$ cat src/rtl/calc_entry_fsm_if.sv
// Keypad calculator bus: key strobe in, display/result status out.
//   key, key_valid        : decoded key code and one-cycle press strobe
//   state                 : current controller state code
//   disp_bcd/mask/neg     : 2*DIGITS-digit BCD display, lit mask, minus sign
//   result/result_neg     : registered result magnitude and sign
//   result_valid, err     : high while showing a result / while in error
// master = key source / display consumer, slave = calculator controller.
interface calc_entry_fsm_if #(
  parameter int unsigned DIGITS = 2,
  parameter int unsigned RW     = 14
);
  logic [7:0]          key;
  logic                key_valid;
  logic [2:0]          state;
  logic [8*DIGITS-1:0] disp_bcd;
  logic [2*DIGITS-1:0] disp_mask;
  logic                disp_neg;
  logic [RW-1:0]       result;
  logic                result_neg;
  logic                result_valid;
  logic                err;

  modport master (
    output key, key_valid,
    input  state, disp_bcd, disp_mask, disp_neg,
           result, result_neg, result_valid, err
  );

  modport slave (
    input  key, key_valid,
    output state, disp_bcd, disp_mask, disp_neg,
           result, result_neg, result_valid, err
  );
endinterface

$ cat src/rtl/calc_entry_fsm.sv
// Keypad calculator controller. Builds two DIGITS-wide decimal operands
// and an operator from key presses, computes add/sub/mul, and drives a
// 2*DIGITS-digit BCD display. Supports backspace, operator change,
// chaining a result into the next operation and an error state.
//   press_clk : key-domain clock
//   rst       : asynchronous, active-high reset
//   bus       : calc_entry_fsm_if slave (key input, display/result output)
module calc_entry_fsm #(
  parameter int unsigned DIGITS = 2,
  parameter int unsigned RW     = 14
) (
  input logic            press_clk,
  input logic            rst,
  calc_entry_fsm_if.slave bus
);
  localparam int unsigned AW = 4 * DIGITS;
  localparam int unsigned DW = 8 * DIGITS;
  localparam int unsigned ND = 2 * DIGITS;
  localparam int unsigned CW = 3;

  typedef enum logic [2:0] {
    IDLE    = 3'd0,
    ENTER_A = 3'd1,
    OP      = 3'd2,
    ENTER_B = 3'd3,
    CALC    = 3'd4,
    SHOW    = 3'd5,
    ERR     = 3'd6
  } state_t;

  typedef enum logic [1:0] {
    OP_ADD = 2'd0,
    OP_SUB = 2'd1,
    OP_MUL = 2'd2
  } op_t;

  function automatic int unsigned pow10(input int unsigned n);
    int unsigned p;
    p = 1;
    for (int unsigned i = 0; i < n; i++) p = p * 10;
    return p;
  endfunction

  localparam logic [RW-1:0] OPERAND_MAX = RW'(pow10(DIGITS) - 1);

  function automatic logic [RW-1:0] bcd_to_bin(input logic [AW-1:0] v);
    logic [RW-1:0] acc;
    acc = '0;
    for (int unsigned i = DIGITS; i > 0; i--)
      acc = RW'(acc * RW'(10)) + RW'(v[4*(i-1) +: 4]);
    return acc;
  endfunction

  // Double dabble across all 2*DIGITS display digits.
  function automatic logic [DW-1:0] bin_to_bcd(input logic [RW-1:0] v);
    logic [DW-1:0] d;
    d = '0;
    for (int unsigned b = 0; b < RW; b++) begin
      for (int unsigned n = 0; n < ND; n++)
        if (d[4*n +: 4] >= 4'd5) d[4*n +: 4] = d[4*n +: 4] + 4'd3;
      d = {d[DW-2:0], v[RW-1-b]};
    end
    return d;
  endfunction

  // Lit mask with leading zeros blanked; digit 0 always lit.
  function automatic logic [ND-1:0] lead_mask(input logic [DW-1:0] d);
    logic [ND-1:0] m;
    logic          seen;
    m    = '0;
    seen = 1'b0;
    for (int unsigned n = ND; n > 0; n--) begin
      seen     = seen | (d[4*(n-1) +: 4] != 4'd0);
      m[n-1]   = seen;
    end
    m[0] = 1'b1;
    return m;
  endfunction

  function automatic logic [ND-1:0] count_mask(input logic [CW-1:0] c);
    logic [ND-1:0] m;
    m = '0;
    for (int unsigned n = 0; n < ND; n++) m[n] = (n < 32'(c));
    return m;
  endfunction

  state_t        st, st_n;
  op_t           op_q, op_n;
  logic [AW-1:0] a, a_n, b, b_n;
  logic [CW-1:0] cnt_a, cnt_a_n, cnt_b, cnt_b_n;
  logic [RW-1:0] res, res_n;
  logic          neg, neg_n;

  logic [RW-1:0] a_bin, b_bin;
  logic [DW-1:0] res_bcd;
  logic [ND-1:0] res_lead;

  logic       k_dig, k_op, k_eq, k_bs, k_clr;
  logic [3:0] k_val;

  assign a_bin    = bcd_to_bin(a);
  assign b_bin    = bcd_to_bin(b);
  assign res_bcd  = bin_to_bcd(res);
  assign res_lead = lead_mask(res_bcd);

  assign k_val = bus.key[3:0];
  assign k_dig = bus.key_valid && !bus.key[7] && (bus.key[3:0] <= 4'd9);
  assign k_op  = bus.key_valid && (bus.key[7:4] == 4'hF) && (bus.key[3:0] <= 4'd2);
  assign k_eq  = bus.key_valid && (bus.key == 8'hE0);
  assign k_bs  = bus.key_valid && (bus.key == 8'hB0);
  assign k_clr = bus.key_valid && (bus.key == 8'hC0);

  always_ff @(posedge press_clk or posedge rst) begin
    if (rst) begin
      st    <= IDLE;
      op_q  <= OP_ADD;
      a     <= '0;
      b     <= '0;
      cnt_a <= '0;
      cnt_b <= '0;
      res   <= '0;
      neg   <= 1'b0;
    end else begin
      st    <= st_n;
      op_q  <= op_n;
      a     <= a_n;
      b     <= b_n;
      cnt_a <= cnt_a_n;
      cnt_b <= cnt_b_n;
      res   <= res_n;
      neg   <= neg_n;
    end
  end

  always_comb begin
    st_n    = st;
    op_n    = op_q;
    a_n     = a;
    b_n     = b;
    cnt_a_n = cnt_a;
    cnt_b_n = cnt_b;
    res_n   = res;
    neg_n   = neg;
    if (k_clr) begin
      st_n    = IDLE;
      op_n    = OP_ADD;
      a_n     = '0;
      b_n     = '0;
      cnt_a_n = '0;
      cnt_b_n = '0;
      res_n   = '0;
      neg_n   = 1'b0;
    end else begin
      unique case (st)
        IDLE: begin
          if (k_dig) begin
            a_n     = AW'(k_val);
            cnt_a_n = CW'(1);
            st_n    = ENTER_A;
          end
        end
        ENTER_A: begin
          if (k_dig) begin
            if (cnt_a < CW'(DIGITS)) begin
              a_n       = a << 4;
              a_n[3:0]  = k_val;
              cnt_a_n   = cnt_a + CW'(1);
            end
          end else if (k_bs) begin
            a_n     = a >> 4;
            cnt_a_n = cnt_a - CW'(1);
            if (cnt_a == CW'(1)) st_n = IDLE;
          end else if (k_op) begin
            op_n = op_t'(bus.key[1:0]);
            st_n = OP;
          end
        end
        OP: begin
          if (k_op) begin
            op_n = op_t'(bus.key[1:0]);
          end else if (k_dig) begin
            b_n     = AW'(k_val);
            cnt_b_n = CW'(1);
            st_n    = ENTER_B;
          end else if (k_bs) begin
            st_n = ENTER_A;
          end
        end
        ENTER_B: begin
          if (k_dig) begin
            if (cnt_b < CW'(DIGITS)) begin
              b_n       = b << 4;
              b_n[3:0]  = k_val;
              cnt_b_n   = cnt_b + CW'(1);
            end
          end else if (k_bs) begin
            b_n     = b >> 4;
            cnt_b_n = cnt_b - CW'(1);
            if (cnt_b == CW'(1)) st_n = OP;
          end else if (k_eq) begin
            st_n = CALC;
          end
        end
        CALC: begin
          unique case (op_q)
            OP_SUB: begin
              neg_n = (a_bin < b_bin);
              res_n = (a_bin < b_bin) ? (b_bin - a_bin) : (a_bin - b_bin);
            end
            OP_MUL: begin
              neg_n = 1'b0;
              res_n = a_bin * b_bin;
            end
            default: begin
              neg_n = 1'b0;
              res_n = a_bin + b_bin;
            end
          endcase
          st_n = SHOW;
        end
        SHOW: begin
          if (k_dig) begin
            a_n     = AW'(k_val);
            cnt_a_n = CW'(1);
            b_n     = '0;
            cnt_b_n = '0;
            st_n    = ENTER_A;
          end else if (k_op) begin
            // Chain only a non-negative result that fits an operand;
            // its significant digit count comes from the display mask.
            if (!neg && (res <= OPERAND_MAX)) begin
              a_n     = res_bcd[AW-1:0];
              cnt_a_n = CW'($countones(res_lead[DIGITS-1:0]));
              op_n    = op_t'(bus.key[1:0]);
              st_n    = OP;
            end else begin
              st_n = ERR;
            end
          end
        end
        ERR: begin
          st_n = ERR;
        end
        default: begin
          st_n = IDLE;
        end
      endcase
    end
  end

  logic [DW-1:0] disp_raw, disp_bcd_c;
  logic [ND-1:0] disp_mask_c;
  logic          disp_neg_c;

  always_comb begin
    disp_raw    = '0;
    disp_mask_c = '0;
    disp_neg_c  = 1'b0;
    disp_bcd_c  = '0;
    unique case (st)
      ENTER_A, OP: begin
        disp_raw    = DW'(a);
        disp_mask_c = count_mask(cnt_a);
      end
      ENTER_B: begin
        disp_raw    = DW'(b);
        disp_mask_c = count_mask(cnt_b);
      end
      SHOW: begin
        disp_raw    = res_bcd;
        disp_mask_c = res_lead;
        disp_neg_c  = neg;
      end
      default: begin
        disp_raw = '0;
      end
    endcase
    for (int unsigned n = 0; n < ND; n++)
      disp_bcd_c[4*n +: 4] = disp_mask_c[n] ? disp_raw[4*n +: 4] : 4'd0;
  end

  assign bus.state        = st;
  assign bus.disp_bcd     = disp_bcd_c;
  assign bus.disp_mask    = disp_mask_c;
  assign bus.disp_neg     = disp_neg_c;
  assign bus.result       = res;
  assign bus.result_neg   = neg;
  assign bus.result_valid = (st == SHOW);
  assign bus.err          = (st == ERR);
endmodule

$ cat src/flat_wrapper.sv
// flat-port wrapper written by rule: the top's interface ports become plain ports
module calc_entry_fsm_flat 
#(
  parameter int unsigned DIGITS = 2,
  parameter int unsigned RW     = 14
)
  (press_clk, rst, bus_key, bus_key_valid, bus_state, bus_disp_bcd, bus_disp_mask, bus_disp_neg, bus_result, bus_result_neg, bus_result_valid, bus_err);
  calc_entry_fsm_if #(.DIGITS(DIGITS), .RW(RW)) bus_i ();
  input logic press_clk;
  input logic rst;
  input wire logic [$bits(bus_i.key)-1:0] bus_key;
  input wire logic [$bits(bus_i.key_valid)-1:0] bus_key_valid;
  output wire logic [$bits(bus_i.state)-1:0] bus_state;
  output wire logic [$bits(bus_i.disp_bcd)-1:0] bus_disp_bcd;
  output wire logic [$bits(bus_i.disp_mask)-1:0] bus_disp_mask;
  output wire logic [$bits(bus_i.disp_neg)-1:0] bus_disp_neg;
  output wire logic [$bits(bus_i.result)-1:0] bus_result;
  output wire logic [$bits(bus_i.result_neg)-1:0] bus_result_neg;
  output wire logic [$bits(bus_i.result_valid)-1:0] bus_result_valid;
  output wire logic [$bits(bus_i.err)-1:0] bus_err;
  assign bus_i.key = bus_key;
  assign bus_i.key_valid = bus_key_valid;
  assign bus_state = bus_i.state;
  assign bus_disp_bcd = bus_i.disp_bcd;
  assign bus_disp_mask = bus_i.disp_mask;
  assign bus_disp_neg = bus_i.disp_neg;
  assign bus_result = bus_i.result;
  assign bus_result_neg = bus_i.result_neg;
  assign bus_result_valid = bus_i.result_valid;
  assign bus_err = bus_i.err;
  calc_entry_fsm #(.DIGITS(DIGITS), .RW(RW)) u_core (.press_clk(press_clk), .rst(rst), .bus(bus_i));
endmodule
$ cat config.mk
export PLATFORM = sky130hd
export DESIGN_NAME = calc_entry_fsm_flat
export DESIGN_NICKNAME = d
export VERILOG_FILES = /design/src/rtl/calc_entry_fsm_if.sv /design/src/rtl/calc_entry_fsm.sv /design/src/flat_wrapper.sv
export SDC_FILE = /design/constraint.sdc
export NUM_CORES = 1
export LEC_CHECK = 0
export BUFFER_PORTS_ARGS = -buffer_cell sky130_fd_sc_hd__buf_2
export CORE_ASPECT_RATIO = 1.1
export CORE_MARGIN = 5
export CORE_UTILIZATION = 55
export CTS_CLUSTER_DIAMETER = 40
export CTS_CLUSTER_SIZE = 12
export DETAILED_ROUTE_END_ITERATION = 10
export PLACE_DENSITY_LB_ADDON = 0.12
export SLEW_MARGIN = 20
export SYNTH_ARGS = -nofsm -noshare
export SYNTH_HDL_FRONTEND = slang
export SYNTH_SLANG_ARGS = --single-unit
$ cat constraint.sdc
create_clock -name press_clk -period 10.6 [get_ports press_clk]
set_clock_uncertainty 0.2 [all_clocks]
set_input_delay 1.59 -clock press_clk [delete_from_list [all_inputs] [get_ports press_clk]]
set_output_delay 1.59 -clock press_clk [all_outputs]
set_load 0.02 [all_outputs]
Yosys cells after proc, flatten, opt, wreduce, memory -nomap -nowiden
Index checks and enable logic that the tools add are counted.
{ "op_classes": {"add_sub_neg": 36, "mul": 3, "magnitude_cmp": 40, "eq_ne": 35, "muxes": 96, "bitwise": 2, "n_reduce_logical": 23} }
{ "ops": {"columns": ["op", "n"], "rows": [
  ["two-way mux 4 bit", 28],
  ["two-way mux 8 bit", 14],
  ["two-way mux 3 bit", 31],
  [">= comparator 4 x 3 -> 1 bit (second input constant)", 22],
  ["adder 4 x 2 -> 4 bit (second input constant)", 21],
  ["one-hot mux 16 bit (3 select lines)", 1],
  ["one-hot mux 8 bit (3 select lines)", 2],
  ["two-way mux 14 bit", 3],
  ["adder 14 x 4 -> 14 bit", 2],
  ["inequality test 4 x 1 -> 1 bit (second input constant)", 7],
  ["one-hot mux 14 bit (2 select lines)", 1],
  ["subtractor 14 bit", 2],
  ["equality test 8 bit (second input constant)", 3],
  ["nonzero test 4 bit", 6],
  ["one-hot mux 3 bit (7 select lines)", 1],
  ["one-hot mux 3 bit (3 select lines)", 2],
  ["AND reduction 6 bit", 3],
  ["inequality test 4 bit (second input constant)", 4],
  ["inequality test 3 x 1 -> 1 bit (second input constant)", 5],
  ["inequality test 3 bit (second input constant)", 5],
  ["adder 14 bit", 1],
  ["<= comparator 14 x 7 -> 1 bit (second input constant)", 1],
  ["< comparator 14 bit", 1],
  ["multiplier 14 x 14 -> 14 bit", 1],
  ["29 further kinds", 68]
]} }
{ "word_totals": {"register_bits": 42, "in_bits": 11, "elab_cells": 243} }

Longest topological paths before layout
{ "depth": {"depth_word": 31, "mapped_depth": 52, "depth_no_buf": 50} }

Worst setup path before layout
Ideal clock, no wire load.
{ "synth_timing": {"path_type": "reg2out", "from": "register u_core.res[12] (netlist: u_core.bus.result[12])", "to": "output bus_disp_mask[1]", "arrival_time_ns": 9.252, "t_required_ns": 8.810, "path_slack_ns": -0.442, "stages_incl_launch_ff": 49, "n_path_buf": 2, "path_cell_list": "dfrtp_1 > buf_2 > inv_1 > ha_1 > o21bai_1 > mux2_2 > ha_1 > nor2b_1 > nor4_1 > o221a_2 > inv_1 > ha_1 > nand2_1 > nand2_1 > mux2i_4 > inv_2 > buf_2 > ha_1 > [... 13 more ...] > a211oi_1 > a21o_1 > a31oi_1 > xnor2_2 > inv_1 > ha_1 > a21oi_1 > nor3_4 > a21boi_2 > xor2_2 > inv_2 > ha_1 > and3b_1 > a211oi_1 > o211ai_1 > mux2_4 > a211oi_4 > a31oi_1"} }
{ "synth_between": {"elab_chain_cells": 26} }
{ "synth_rtl": {"columns": ["item", "line", "rtl"], "rows": [
  ["from (decl)", "calc_entry_fsm.sv:91", "logic [RW-1:0] res, res_n;"],
  ["from (signal assigned)", "calc_entry_fsm.sv:130", "res <= res_n;"],
  ["adder 3 x 2 -> 4 bit / >= comparator 3 bit (equally long branches)", "calc_entry_fsm.sv:60", "if (d[4*n +: 4] >= 4'd5) d[4*n +: 4] = d[4*n +: 4] + 4'd3;"],
  ["two-way mux 4 bit *", "calc_entry_fsm.sv:60", null],
  ["adder 4 x 2 -> 4 bit / >= comparator 4 x 3 -> 1 bit (equally long branches)", "calc_entry_fsm.sv:60", null],
  ["two-way mux 4 bit", "calc_entry_fsm.sv:60", null],
  [">= comparator 4 x 3 -> 1 bit / adder 4 x 2 -> 4 bit (equally long branches)", "calc_entry_fsm.sv:60", null],
  ["two-way mux 4 bit", "calc_entry_fsm.sv:60", null],
  ["adder 4 x 2 -> 4 bit (tied with other cells)", "calc_entry_fsm.sv:60", null],
  ["two-way mux 4 bit", "calc_entry_fsm.sv:60", null],
  ["[... 10 more ...]", null, null],
  ["adder 4 x 2 -> 4 bit (tied with other cells)", "calc_entry_fsm.sv:60", null],
  ["two-way mux 4 bit / two-way mux 3 bit (equally long branches)", "calc_entry_fsm.sv:60", null],
  ["adder 4 x 2 -> 4 bit (tied with other cells)", "calc_entry_fsm.sv:60", null],
  ["two-way mux 4 bit / two-way mux 3 bit (equally long branches)", "calc_entry_fsm.sv:60", null],
  ["nonzero test 4 bit", "calc_entry_fsm.sv:73", "seen = seen | (d[4*(n-1) +: 4] != 4'd0);"],
  ["OR 1 bit", "calc_entry_fsm.sv:73", null],
  ["OR 1 bit *", "calc_entry_fsm.sv:73", null],
  ["one-hot mux 4 bit (3 select lines) *", "calc_entry_fsm.sv:260", "unique case (st)"],
  ["to (decl)", "flat_wrapper.sv:15", "output wire logic [$bits(bus_i.disp_mask)-1:0] bus_disp_mask;"]
]} }
Mark *: on every way between the ends. The rest lies on a longest branch, timed or not.

Worst setup path in the final report
Ends and elaborated chain as after synthesis.

==> metrics.yaml <==
cap_viol_max_count: 0
post-route-min-period_ps: 10700
critical_path_source_type: "flip-flop"
die_area_mm2: 0.02274
syn_nets: 1643
clk_transition_reported_paths_ps: 60
maxClockFrequency_mhz: 93.43
synth_seq_cells: 42
grt.met2_usage_pct: 48.07
ys.flop_type: "dfrtp_1"
worst-endpoint-arrival_ps: 8910
netlist-cell-type-count: 110
final_cells: 1831
yosys_warnings: 0
antenna_cells_inserted: 0
cts_made_buffers: 5
place.detailed.hpwl_um: 24100
grt_overflow_total: 0
clk-insertion-delay-late_ps: 290
drc: 0
finish.net_count: 1757
cp_slowest_cell: "a2111o_1"
max-clock-path-buffers: 2
routedWlPerCell_um: 17.82
critical_path.endpoint_type: "output port"
timing.critical_path.mode_cell: "ha_4"
r2r_slack_ps: 1720
routed_wl_um: 32630
floorplan.initialDensity_pct: 55.44
ios: 52
ys_top_cells_by_area: "ha_1 (14%), dfrtp_1 (9.6%), fa_1 (8.6%)"
timing_max_transition_violations_final: 0
r2r_cell_count: 50
holdCritPathClass: "flip-flop to flip-flop"
clock_tree_root_buffer_cell: "clkbuf_16"
critical_path.reg2reg.startpoint: "u_core.bus.result[12]"
detail_route.iter0.violations: 1068
setup_viol_count_final: 6
post_drt_via_cell_ratio: 6.237
grtUsageMet1_pct: 36.44
clock_sink_count: 42
worst_slew_margin_rel_pct: 25.72
use_met3_pct: 2.085
clock_tree.htree_level_count: 2
tritoncts: "done"
report.final.hold_viol_count: 0
yosysMostFrequentCell: "inv_1"
worst-endpoint-required_ps: 8810
dp.cells: 1758
ant_nets: 0
antenna_found_initial: 0
groute.usage.overall_pct: 27.48
timing.critical_path.max_delay_family: "compound AO/OA/AOI/OAI gates"
dr.pass1.iters: 6
final.fill_count: 1657
setup.worst_path.class: "flip-flop to output port"
chipHeight_um: 157.7
post_synth_inst_count: 1464
critPathLaunch: "u_core.bus.result[12]"
worst-path-stages: 50
fp-row-count: 54
worst_pin_slew_ps: 1103
post-synth-top-area-fraction_pct: 13.89
gp_congestion: 0.9677
grt_setup_unrepaired: "yes"
synth_top_cell_by_area: "ha_1"
period_utilization_post_route_pct: 101.0
synth_async_sr_flop_share_pct: 100.0
maximum_number_of_pins_on_one_net_before_global_route_repair: 43
die_w_um: 144.2
areaGrowthSynthToFinish_pct: 18.77
post_synth_instance_area_mm2: 0.01090
layout_setup_ws_ps: -103.5
port_buffers: 51
synth.top_cells.by_count: "inv_1 (159), nand2_1 (144), nor2_1 (136), ha_1 (121), a21oi_1 (101)"
grt_pass1_vias: 10720
synth.yosys.seq_area_share_pct: 9.642
crit_path_end: "bus_disp_mask[1]"
layout-drive-gt1-share_pct: 21.60
count_of_flip_flops_with_a_built_in_enable_after_synthesis: 0
critical_path_peak_fanout: 4
crit-reg2reg-capture: "u_core.cnt_a[0]"
postSynthAreaPerCell_um2: 7.446
critical_path.n_buffers_inverters: 9
cp_slowest_stage_delay_ps: 460
global_route_wire_length_before_repair_um: 52380
failed_checks: "setup timing"
top_usage_layer: "met2"
core-area_mm2: 0.01966
status: "complete, but fails checks"
via_count: 11420
-- routing by layer --
| metal | part of all wire (%) | wire length, µm | vias to the layer above |
|---|---|---|---|
| li1 | - | - | 5514 |
| met1 | 42 | 13710 | 5453 |
| met2 | 51 | 16560 | 399 |
| met3 | 5.0 | 1616 | 54 |
| met4 | 2.3 | 750 | 0 |
| met5 | 0 | 0 | - |
-- stage by stage --
step	utilization [%]	cell area (µm²)	TNS (ps)	worst slack, ps	hold WS, ps
after global placement	59.49	11700	0	60.44	347.6
after floorplan	-	10970	0	3.674	296.6
after detailed placement	59.49	11700	-969.0	-330.8	355.5
after CTS	63.04	12390	0	1.981	380.0
after global routing	65.85	12950	-2704	-438.5	406.5
final	65.85	12950	-297.8	-103.5	373.6
-- worst min-delay path, stage by stage (launching register included) --
cell     delay [ps]
dfrtp_1         380
inv_1            70
o21ai_0          80
-- layout by cell type (no fill, tap or decap), types with 7 or more instances in the layout --
master	count
nor2_1	131
o21bai_1	14
fa_1	47
o21ai_0	73
nand2_1	141
inv_2	13
inv_1	149
o221ai_1	7
nand4_1	14
nand3b_1	7
nor2b_1	11
o211ai_1	15
or3_1	8
ha_4	11
and2_1	11
a22oi_1	17
a221oi_1	8
xor2_1	9
buf_2	46
mux2i_1	12
a211oi_1	19
buf_4	119
a221o_1	7
o21a_1	7
nand2b_1	12
xnor2_1	36
o31ai_1	9
or2_2	9
o22ai_1	10
nand3_1	27
nor3_1	36
a21o_1	30
nor4_1	13
a21oi_1	95
a31oi_1	15
dfrtp_1	40
ha_1	107
or4_1	7
and3_1	10
-- layout make-up --
type | count | area (µm²) | share of cell area, %
timing repair buffer | 171 | 1191 | 9.201
inverter | 168 | 638.1 | 4.929
clock inverter | 3 | 43.79 | 0.3383
tap | 252 | 315.3 | 2.435
sequential | 42 | 1054 | 8.138
clock buffer | 5 | 125.1 | 0.9665
multi-input combinational | 1190 | 9579 | 73.99
-- timing repair --
| action | 4_1_cts | 5_1_grt |
|---|---|---|
| endpoints found under the hold margin | 0 | 0 |
| hold buffers | 0 | 0 |
| pin swaps | 37 | 46 |
| buffers inserted | 39 | 27 |
| endpoints found under the setup margin | 7 | 12 |
| gates resized for setup | 53 | 68 |
-- sequential cells by signal, summed over array words and instances, names as in the netlist --
signal / count
u_core.a: 8
u_core.b: 8
u_core.bus.result: 14
u_core.bus.result_neg: 1
u_core.bus.state: 3
u_core.cnt_a: 3
u_core.cnt_b: 3
u_core.op_q: 2
-- cells by family after synthesis --
kind of cell             after synthesis  share of synthesized area (%)
adder cells (fa/ha/maj)              168                          22.52
flip-flops                            42                          9.642
multiplexers                          25                          2.720
AND/OR/NAND/NOR                      484                          21.30
buffers and inverters                232                          8.230
AO/OA/AOI/OAI                        459                          30.56
XOR/XNOR                              54                          5.027
-- worst min path at each step --
stage	startpoint	end	cells past startpoint
2_1_floorplan	u_core.b[3]	u_core.b[3]	2
3_3_place_gp	u_core.a[1]	u_core.a[1]	2
3_5_place_dp	u_core.a[1]	u_core.a[1]	2
6_report	u_core.op_q[1]	u_core.op_q[1]	2
4_1_cts	u_core.b[1]	u_core.b[1]	2
5_1_grt	u_core.a[1]	u_core.a[1]	2
Power is not shown: default switching activity piles up to over one toggle a cycle in this logic, so the estimate is an artifact.
